--- config.mk ---
export PLATFORM = sky130hd
export DESIGN_NAME = alu_bcd_formatter
export DESIGN_NICKNAME = d
export VERILOG_FILES = /design/src/rtl/alu_bcd_formatter.sv
export SDC_FILE = /design/constraint.sdc
export NUM_CORES = 1
export LEC_CHECK = 0
export CORE_MARGIN = 2
export CORE_UTILIZATION = 50
export CTS_CLUSTER_SIZE = 25
export DETAILED_ROUTE_END_ITERATION = 10
export PLACE_DENSITY = 0.73
export SYNTH_ARGS = -nofsm -noshare
export SYNTH_HDL_FRONTEND = slang
export SYNTH_SLANG_ARGS = --single-unit
export TNS_END_PERCENT = 5
--- constraint.sdc ---
create_clock -name clk_i -period 1.6 [get_ports clk_i]
set_clock_uncertainty 0.1 [all_clocks]
set_input_delay 0.32 -clock clk_i [delete_from_list [all_inputs] [get_ports clk_i]]
set_output_delay 0.32 -clock clk_i [all_outputs]
set_load 0.01 [all_outputs]
--- src/rtl/alu_bcd_formatter.sv ---
// alu_bcd_formatter
//   Sequential binary-to-BCD formatter for the calculator datapath. On a start
//   handshake it captures the ALU result (sign-corrected for subtraction) and
//   the remainder. It converts both with parallel shift-add-3 (double-dabble)
//   engines over 2*WIDTH cycles. It then holds the signed-magnitude BCD digits
//   until the consumer acknowledges.
//
// Ports
//   clk_i      clock, rising edge
//   rst_i      synchronous reset, active-high, highest priority
//   start_i    capture request, honoured only while ready_o=1
//   fct_i      ALU function: 00 add, 01 sub, 10 mul, 11 div
//   res_i      ALU result (2*WIDTH bits, two's complement wrap for sub)
//   rem_i      ALU remainder (2*WIDTH bits)
//   ack_i      consumer acknowledge of valid_o
//   ready_o    high in IDLE
//   valid_o    high in DONE until ack_i
//   bcd_res_o  BCD magnitude of result, digit 0 in [3:0]
//   bcd_rem_o  BCD value of remainder
//   neg_o      result is negative (sub with borrow)

module alu_bcd_formatter #(
    parameter int WIDTH  = 8,
    parameter int DIGITS = 5
) (
    input  logic                  clk_i,
    input  logic                  rst_i,
    input  logic                  start_i,
    input  logic [1:0]            fct_i,
    input  logic [2*WIDTH-1:0]    res_i,
    input  logic [2*WIDTH-1:0]    rem_i,
    input  logic                  ack_i,
    output logic                  ready_o,
    output logic                  valid_o,
    output logic [4*DIGITS-1:0]   bcd_res_o,
    output logic [4*DIGITS-1:0]   bcd_rem_o,
    output logic                  neg_o
);

    localparam int BW = 2 * WIDTH;
    localparam int DW = 4 * DIGITS;
    localparam int CW = (BW > 1) ? $clog2(BW) : 1;
    localparam logic [CW-1:0] LAST_STEP = CW'(BW - 1);

    typedef enum logic [1:0] {
        IDLE,
        CONV,
        DONE
    } state_t;

    state_t          state;
    logic [CW-1:0]   cnt;
    logic [BW-1:0]   res_bin;
    logic [BW-1:0]   rem_bin;
    logic [DW-1:0]   res_bcd;
    logic [DW-1:0]   rem_bcd;
    logic            neg_q;

    logic            cap_neg;
    logic [BW-1:0]   cap_mag;
    logic [DW-1:0]   res_step;
    logic [DW-1:0]   rem_step;

    // One double-dabble step on the BCD half: add 3 to every digit >= 5,
    // then shift left, pulling in the next binary MSB.
    function automatic logic [DW-1:0] dabble(input logic [DW-1:0] bcd,
                                             input logic          bit_in);
        logic [DW-1:0] adj;
        adj = bcd;
        for (int unsigned i = 0; i < DIGITS; i++) begin
            if (adj[4*i +: 4] >= 4'd5)
                adj[4*i +: 4] = adj[4*i +: 4] + 4'd3;
        end
        return {adj[DW-2:0], bit_in};
    endfunction

    always_comb begin
        cap_neg  = (fct_i == 2'b01) && res_i[BW-1];
        cap_mag  = cap_neg ? (~res_i + BW'(1)) : res_i;
        res_step = dabble(res_bcd, res_bin[BW-1]);
        rem_step = dabble(rem_bcd, rem_bin[BW-1]);
    end

    assign ready_o = (state == IDLE);

    always_ff @(posedge clk_i) begin
        if (rst_i) begin
            state     <= IDLE;
            cnt       <= '0;
            res_bin   <= '0;
            rem_bin   <= '0;
            res_bcd   <= '0;
            rem_bcd   <= '0;
            neg_q     <= 1'b0;
            valid_o   <= 1'b0;
            neg_o     <= 1'b0;
            bcd_res_o <= '0;
            bcd_rem_o <= '0;
        end else begin
            case (state)
                IDLE: begin
                    if (start_i) begin
                        res_bin <= cap_mag;
                        rem_bin <= rem_i;
                        res_bcd <= '0;
                        rem_bcd <= '0;
                        neg_q   <= cap_neg;
                        cnt     <= '0;
                        state   <= CONV;
                    end
                end
                CONV: begin
                    res_bcd <= res_step;
                    rem_bcd <= rem_step;
                    res_bin <= res_bin << 1;
                    rem_bin <= rem_bin << 1;
                    cnt     <= cnt + CW'(1);
                    // Final step: publish the freshly stepped digits directly so
                    // the outputs appear on the same edge that enters DONE.
                    if (cnt == LAST_STEP) begin
                        bcd_res_o <= res_step;
                        bcd_rem_o <= rem_step;
                        neg_o     <= neg_q;
                        valid_o   <= 1'b1;
                        state     <= DONE;
                    end
                end
                DONE: begin
                    if (ack_i) begin
                        valid_o <= 1'b0;
                        state   <= IDLE;
                    end
                end
                default: begin
                    state   <= IDLE;
                    valid_o <= 1'b0;
                end
            endcase
        end
    end

endmodule

* Word level (Yosys, flattened, before mapping)
Index checks and enable logic that the tools add are counted.
** Storage, ports and cells
- Register bits :: 121
- Input port bits :: 38
- Output and inout port bits :: 43
- Logic and storage cells :: 77
** Operators by class
- Add/sub/neg operators :: 12
- Magnitude comparators :: 10
- Eq/ne operators :: 7
- Mux-type cells :: 27
- Bitwise logic cells :: 2
- Reductions and logical operators :: 8
** Operator list (count)
- $pmux W20 S2 :: 2
- $pmux W16 S2 :: 2
- $mux W16 :: 3
- $ge A4 B3 Y1 const B :: 10
- $mux W4 :: 9
- $add A4 B2 Y4 const B :: 8
- $mux W20 :: 1
- $add A16 B1 Y16 const B :: 1
- $not A16 Y16 :: 1
- $pmux W4 S2 :: 1
- $add A3 B2 Y3 const B :: 2
- $mux W2 :: 3
- $mux W3 :: 2
- $ne A2 B2 Y1 const B :: 3
- $pmux W2 S3 :: 1
- $reduce_and A2 Y1 :: 3
- $reduce_and A3 Y1 :: 2
- $add A4 B1 Y4 const B :: 1
- $eq A2 B1 Y1 const B :: 2
- $eq A4 B4 Y1 const B :: 1
- $pmux W1 S3 :: 1
- $eq A2 B2 Y1 const B :: 1
- $logic_not A2 Y1 :: 1
- $mux W1 :: 2
- 3 further kinds :: 3

* Logic depth before layout (Yosys ltp)
Gate-level depths: netlist of run 1.
- Word-level depth :: 5
- Mapped depth :: 7
- Mapped depth without buffers :: 6

* Worst setup path before layout of run 1
Ideal clock, no wire load.
- Path kind :: flip-flop to flip-flop
- Start :: reg state[1]
- End :: reg rem_bcd[10]
- Data arrival time :: 1.372 ns
- Path slack :: 0.011 ns
- Stages on the path, launching flop included :: 8
- Buffers on the path :: 3
- Cells stage by stage :: dfxtp_1 buf_6 or3b_1 buf_2 nand2_2 nor2_2 buf_6 a22o_1
** Between the ends
- Word-level cells in the longest chain between the ends :: 3
- Elaborated cells on any way between the ends :: 6
- Classes of those cells :: eq/ne (2); mux (1); reduce/logical (3)
** Ends and longest elaborated chain
- start, declared :: RTL line 51 : state_t state;
- start signal, assigned :: RTL line 88 : state <= IDLE;
- start signal, assigned :: RTL line 109 : state <= CONV;
- start signal, assigned :: RTL line 125 : state <= DONE;
- $eq A2 B1 Y1 / $logic_not A2 Y1 (equally long branches) :: RTL line 100 : case (state)
- $reduce_bool A2 Y1 (no line) / $ne A2 B2 Y1 (equally long branches)
- $reduce_and A2 Y1 (no line)
- end signal, assigned :: RTL line 114 : rem_bcd <= rem_step;
- end, declared :: RTL line 56 : logic [DW-1:0] rem_bcd;
Several ways; a longest one is shown, not always the timed one.
A chain may end at the register's enable or synchronous reset.

* Final worst setup path of run 1
- Start :: reg res_bcd[9]
- End :: reg bcd_res_o[10]
** Between the ends
- Word-level cells in the longest chain between the ends :: 2
- Elaborated cells on any way between the ends :: 3
- Classes of those cells :: add/sub (1); order compare (1); mux (1)
** Ends and longest elaborated chain
- start, declared :: RTL line 55 : logic [DW-1:0] res_bcd;
- start signal, assigned :: RTL line 113 : res_bcd <= res_step;
- $add A4 B2 Y4 / $ge A4 B3 Y1 (equally long branches) :: RTL line 72, 71
- $mux W4 * :: RTL line 71 : if (adj[4*i +: 4] >= 4'd5)
- end signal, assigned :: RTL line 121 : bcd_res_o <= res_step;
- end, declared :: RTL line 35 : output logic [4*DIGITS-1:0] bcd_res_o,
Mark *: on every way between the ends. The rest lies on a longest branch, timed or not.

==> results.tsv, run 1 <==
metric	value	unit
outcome	finished with violations	
failing checks	setup timing	
CP max stage delay	0.35	ns
net count reported at finish	876	
Power Density	972	nW/um2
area leader, netlist	dfxtp_1	
Root Buffer	clkbuf_16	
syn nets	739	
Hold Path Depth	3	
Iter 0 DRT Violations	463	
Worst-Skew Late Latency	0.42	ns
remaining global-route overflow	0	
RSZ-0062 raised after global routing	true	
FMAX	618	MHz
ratio of cells with drive above 1 in the final layout	24.6	%
Die Y-Extent	112	um
Fin. Hold Viols	0	
number of flops mapped to enable cells by yosys	0	
vias in the first global route	5609	
Arrival @ worst endpoint	1.88	ns
internal reg-to-reg setup slack	-0.02	ns
FF-to-FF Start	res_bcd[9]	
Worst-Margin Slew	0.541	ns
DR vias	5663	
min cycle time layout	1.62	ns
final worst setup slack	-0.0177	ns
Post-DP HPWL	10600	um
CTS Buffer Depth	2	
commonest non-fill, non-tap cell in the layout	dfxtp_1	
Worst-path clk slew	0.06	ns
top sig layer	met4	
RD Place Congestion	0.837	
ranking of synthesized cells by area	dfxtp_1, a21oi_1, a22o_1	
Core ar.	11400	um2
CTS tree	built	
DR vias/cell	5.83	
worst r2r path cells	6	
Critical-path top delay cell	dfxtp_1	
DR pass1 iterations	7	
Hold Crit Start	rst_i	
Layout area overhead	40.9	%
leakage power	3.34	nW
Max-Cap Viols	0	
Fin Hold WS	0.199	ns
post-synthesis sequential area ratio	41.3	%
die area	12600	um2
synthesized area per cell	8.64	um2
Yosys top cell area share	41.3	%
first-pass GRT wire length	26700	um
CTS buffer count	17	
antenna viol nets, final	0	
Port Buf Inserts	80	
DR WL met2	8390	um
Fillers	847	
Post-Syn Instances	679	
Crit Path Max Fanout	3	
GRT Total Usage	25.9	%
routed length on met1	6930	um
Total Wirelength	16400	um
met3 wire len	776	um
Setup Crit Path Kind	register to register	
clk sinks	121	
CP Depth	6	
Async S/R FF share, synth	0	%
yosys synthesis warning count	0	
worst-path cell chain	inv_1 > ha_1 > nand2b_1 > a21oi_2 > mux2i_2 > a22o_1	
Synth Cell Area	5870	um2
CTS HTree Levels	4	
Worst setup SP type	register	
WP data required	1.86	ns
synthesis-stage register bit count	121	
most frequent cells in the layout	dfxtp_1, buf_4, nor2_1	
row count	39	
Worst slew margin	63.8	%
largest net degree at the start of global routing	31	
post-synth cell types	58	
CP top delay family	compound AO/OA/AOI/OAI gates	
final setup fails	5	
worst hold path type	input pin to register	
Die Wd	112	um
worst vdd ir	959	uV
DRC	0	
setup TNS after final layout	-0.0417	ns
initial core utilization	51.4	%
hold_buf cts	0	
ant diodes	0	
initial antenna violation count	0	
element type at the critical path end	register	
prevailing post-synth register cell	dfxtp_1	
io pins	81	
Final Max Tran Viols	0	
Period Utilization, post-route	101	%
Routed WL per cell	16.8	um
critical path launch point	res_bcd[9]	
WP buf/inv	1	
==> flip-flops by register name, summed over array words and instances (netlist names), 2 cells and up <==
| register | count |
|---|---|
| bcd_rem_o | 20 |
| bcd_res_o | 20 |
| rem_bcd | 20 |
| res_bcd | 20 |
| rem_bin | 16 |
| res_bin | 16 |
| cnt | 4 |
| state | 2 |
==> metrics by stage <==
stage,cells,area (um2),util (%),worst slack [ns],power [mW]
floorplan,679,5870,-,0.0114,3.52
global placement,939,7330,64.2,-0.575,3.82
detailed placement,939,7330,64.2,-0.669,3.84
CTS,971,8030,70.3,-0.158,8.04
global route,972,8260,72.4,-0.101,8.26
finish,972,8260,72.4,-0.0177,8.03
==> repair_timing <==
action,in CTS,in global routing
setup endpoints to repair,96,92
endpoints found under the hold margin,0,0
pin swaps,10,12
gates resized for setup,73,61
setup buffers,0,1
==> cell type report <==
type                       instances  area, um2  area share [%]
tap                              143        179            2.17
sequential                       121       2440            29.5
timing repair buffer             164       1450            17.6
clock buffer                      22        494            5.98
multi-input combinational        481       3420            41.4
inverter                          31        116            1.41
clock inverter                    10        163            1.97
==> kinds of logic after synthesis <==
group           share of synthesized area (%)
simple gates                             20.1
compound gates                           23.9
flops                                    41.3
buf+inv                                  5.57
fa+ha+maj                                4.69
xor+xnor                                 2.24
mux                                      2.24
==> synthesized netlist by cell type (3+ instances only) <==
cell	n
mux2i_1	12
a211oi_1	10
o21ai_0	30
xor2_1	3
nor3b_1	15
or3_1	3
clkbuf_1	28
nor3_1	39
nand3_1	24
o221a_2	8
nand2_1	23
a21oi_1	70
nor2_1	70
buf_2	12
and2_1	9
o21a_1	4
a2111oi_0	7
o22ai_1	4
a22oi_1	15
nor3b_2	3
inv_1	31
nand2b_1	12
ha_1	22
dfxtp_1	121
nor2b_1	8
and3_1	3
buf_1	3
a22o_1	40
xnor2_1	12
buf_6	3
==> worst paths after layout <==
check	to
worst max-delay path	bcd_res_o[10]
worst max register to register	bcd_res_o[10]
worst min register to register	bcd_rem_o[0]
worst min-delay path	cnt[0]
==> power breakdown <==
group / internal, mW / switching [mW]
Clock: 2.82 / 1.41
Sequential: 3.09 / 0.0502
Combinational: 0.316 / 0.358
Total: 6.22 / 1.81
==> per-layer routing <==
| metal | global-route usage [%] | vias to the layer above |
|---|---|---|
| li1 | - | 2741 |
| met1 | 31.6 | 2733 |
| met2 | 45.2 | 160 |
| met3 | 5.40 | 29 |
| met4 | 9.76 | 0 |
| met5 | 0 | - |
==> worst min-delay path, delay by kind of cell <==
kind	cells	cell delay [ns]
buf+inv	2	0.32
compound gates	1	0.03
(Power assumes the default switching activity.)
==> run 2: changes to the inputs <==
CTS_CLUSTER_DIAMETER = 150   (was not set)
GPL_TIMING_DRIVEN = 0   (was not set)
SETUP_SLACK_MARGIN = 0.15   (was not set)
==> results.tsv, run 2 (synthesized netlist as in run 1, its figures left out) <==
metric	value	unit	change
RSZ-0062 raised after global routing	true		
Fillers	829		-2.1%
final core occ	73.2	%	+0.83 points
Power Density	902	nW/um2	-7.1%
leakage power	3.16	nW	-5.3%
WP data required	1.18	ns	-0.68 ns
Port Buf Inserts	80		unchanged
Max-Cap Viols	0		unchanged
commonest non-fill, non-tap cell in the layout	dfxtp_1		
Routed WL per cell	18.8	um	+12%
Worst-path clk slew	0.05	ns	about the same
Die Y-Extent	112	um	unchanged
row count	39		unchanged
CTS tree	built		
Critical-path top delay cell	dfxtp_2		
Core ar.	11400	um2	unchanged
first-pass GRT wire length	28500	um	+6.9%
Reg power frac	41.6	%	+2.5 points
DR pass1 iterations	5		-2
initial antenna violation count	1		+1
io pins	81		unchanged
worst-path cell chain	buf_6 > clkbuf_16 > clkbuf_16 > nor2_4 > buf_6		
CP top delay family	buffers and inverters		
die area	12600	um2	unchanged
GRT Total Usage	28.2	%	+2.3 points
combinational power share	9.9	%	+1.5 points
Root Buffer	clkbuf_16		
Period Utilization, post-route	108	%	+7.2 points
DRC	0		unchanged
Layout area overhead	42.5	%	
antenna viol nets, final	0		unchanged
final worst setup slack	-0.133	ns	-0.115 ns
largest net degree at the start of global routing	17		-45%
initial core utilization	51.4	%	unchanged
net count reported at finish	858		-2.1%
remaining global-route overflow	0		unchanged
Crit Path Max Fanout	6		+3
Final Max Tran Viols	0		unchanged
Hold Path Depth	4		+1
met2 Usage GRT	45.6	%	+0.40 points
CTS Buffer Depth	2		unchanged
Worst-Skew Late Latency	0.42	ns	about the same
CP Depth	5		-1
placed instance count	902		-3.9%
final setup fails	23		+18
hold endpoint	res_bin[15]		
Fin Hold WS	0.248	ns	+0.0488 ns
FMAX	577	MHz	-6.7%
global route hottest layer	met2		
vias in the first global route	5687		+1.4%
worst hold path type	input pin to register		
Pint	5.73	mW	-7.8%
most frequent cells in the layout	dfxtp_1, nor2_1, a21oi_1		
worst r2r path cells	7		+1
Total Wirelength	17900	um	+9.7%
Iter 0 DRT Violations	661		+43%
Hold Crit Start	fct_i[0]		
Fin. Hold Viols	0		unchanged
grt met3 use	7.72	%	+2.3 points
ant diodes	0		unchanged
Worst slew margin	62.8	%	-1.1 points
DR vias/cell	6.14		+5.3%
FF-to-FF Start	state[1]		
Arrival @ worst endpoint	1.31	ns	-0.57 ns
WP buf/inv	4		+3
Clock Power Share	48.5	%	-4.1 points
Worst setup SP type	register		
ratio of cells with drive above 1 in the final layout	31.1	%	+6.5 points
net load switching power	1.81	mW	-0.10%
Setup Crit Path Kind	register to primary output		
r2r endpoint	rem_bcd[10]		
element type at the critical path end	primary output		
RD Place Congestion	0.886		+5.8%
Die Wd	112	um	unchanged
internal reg-to-reg setup slack	-0.09	ns	-0.07 ns
worst vdd ir	903	uV	-5.9%
failing checks	setup timing		
min cycle time layout	1.73	ns	+0.115 ns
met1 usage	35.8	%	+4.2 points
Worst-Margin Slew	0.559	ns	+0.0173 ns
clk sinks	121		unchanged
outcome	finished with violations		
CTS HTree Levels	4		unchanged
DR vias	5853		+3.4%
Layout Cells excl Fill	954		-1.9%
CTS buffer count	17		unchanged
Post-DP HPWL	11000	um	+4.5%
switching part of the total	24.0	%	+1.4 points
CP max stage delay	0.32	ns	-0.03 ns
## run 2: worst max path at each step
| stage | start | end | slack, ns |
|---|---|---|---|
| 6_report | state[1] | ready_o | -0.13 |
| 5_1_grt | state[1] | ready_o | -0.18 |
| 4_1_cts | state[1] | ready_o | -0.14 |
| 3_5_place_dp | rst_i | rem_bin[9] | -0.77 |
| 3_3_place_gp | rst_i | res_bin[14] | -0.72 |
| 2_1_floorplan | state[1] | rem_bcd[10] | 0.04 |
## run 2: power by group through the flow
stage               Combinational, mW  Clock (mW)  Sequential [mW]
floorplan                       0.343           0             3.19
global placement                0.578           0             3.20
detailed placement              0.590           0             3.20
CTS                             0.685        3.67             3.14
global route                    0.799        3.82             3.14
finish                          0.747        3.66             3.14
## run 2: final cells by class
type	instances	area, um2	area share, %
plain buffers	46	489	5.85
multi-input cells	481	3680	44.0
inverters	31	121	1.45
well taps	143	179	2.14
repair buffers	100	858	10.3
clock inverters	8	67.6	0.808
clock buffers	24	502	6.00
flip-flops and latches	121	2460	29.5
## run 2: per-layer routing
metal  wire length [um]  up-vias
met3               1220       40
met4                378        2
li1                   -     2711
met1               7620     2855
met2               8710      245
met5                 13        -
## run 2: repair_timing
item / 4_1_cts / 5_1_grt
pin swaps: 30 / 23
gates cloned: 1 / 0
gates resized for setup: 257 / 135
buffers inserted: 16 / 3
hold buffers: 0 / 0
endpoints found under the setup margin: 164 / 156
## run 2: stage by stage
step	worst slack, ns	instance area [um2]	total power [mW]	TNS [ns]
5_1_grt	-0.179	8360	7.76	-3.50
6_report	-0.133	8360	7.54	-1.71
2_1_floorplan	0.0394	5880	3.53	0
3_3_place_gp	-0.721	6860	3.77	-65.43
4_1_cts	-0.144	8090	7.50	-1.55
3_5_place_dp	-0.770	6860	3.79	-69.86
## run 2: tightest hold or removal path, stage by stage
cell,delay [ns]
dlymetal6s2s_1,0.12
nand2b_1,0.07
nand3_1,0.11
a31oi_1,0.09
==> run 3: changes to the inputs <==
CTS_CLUSTER_DIAMETER = not set   (was 150)
==> results of run 3 <==
Same layout as run 2: the final DEF is identical, and so are final timing and power.
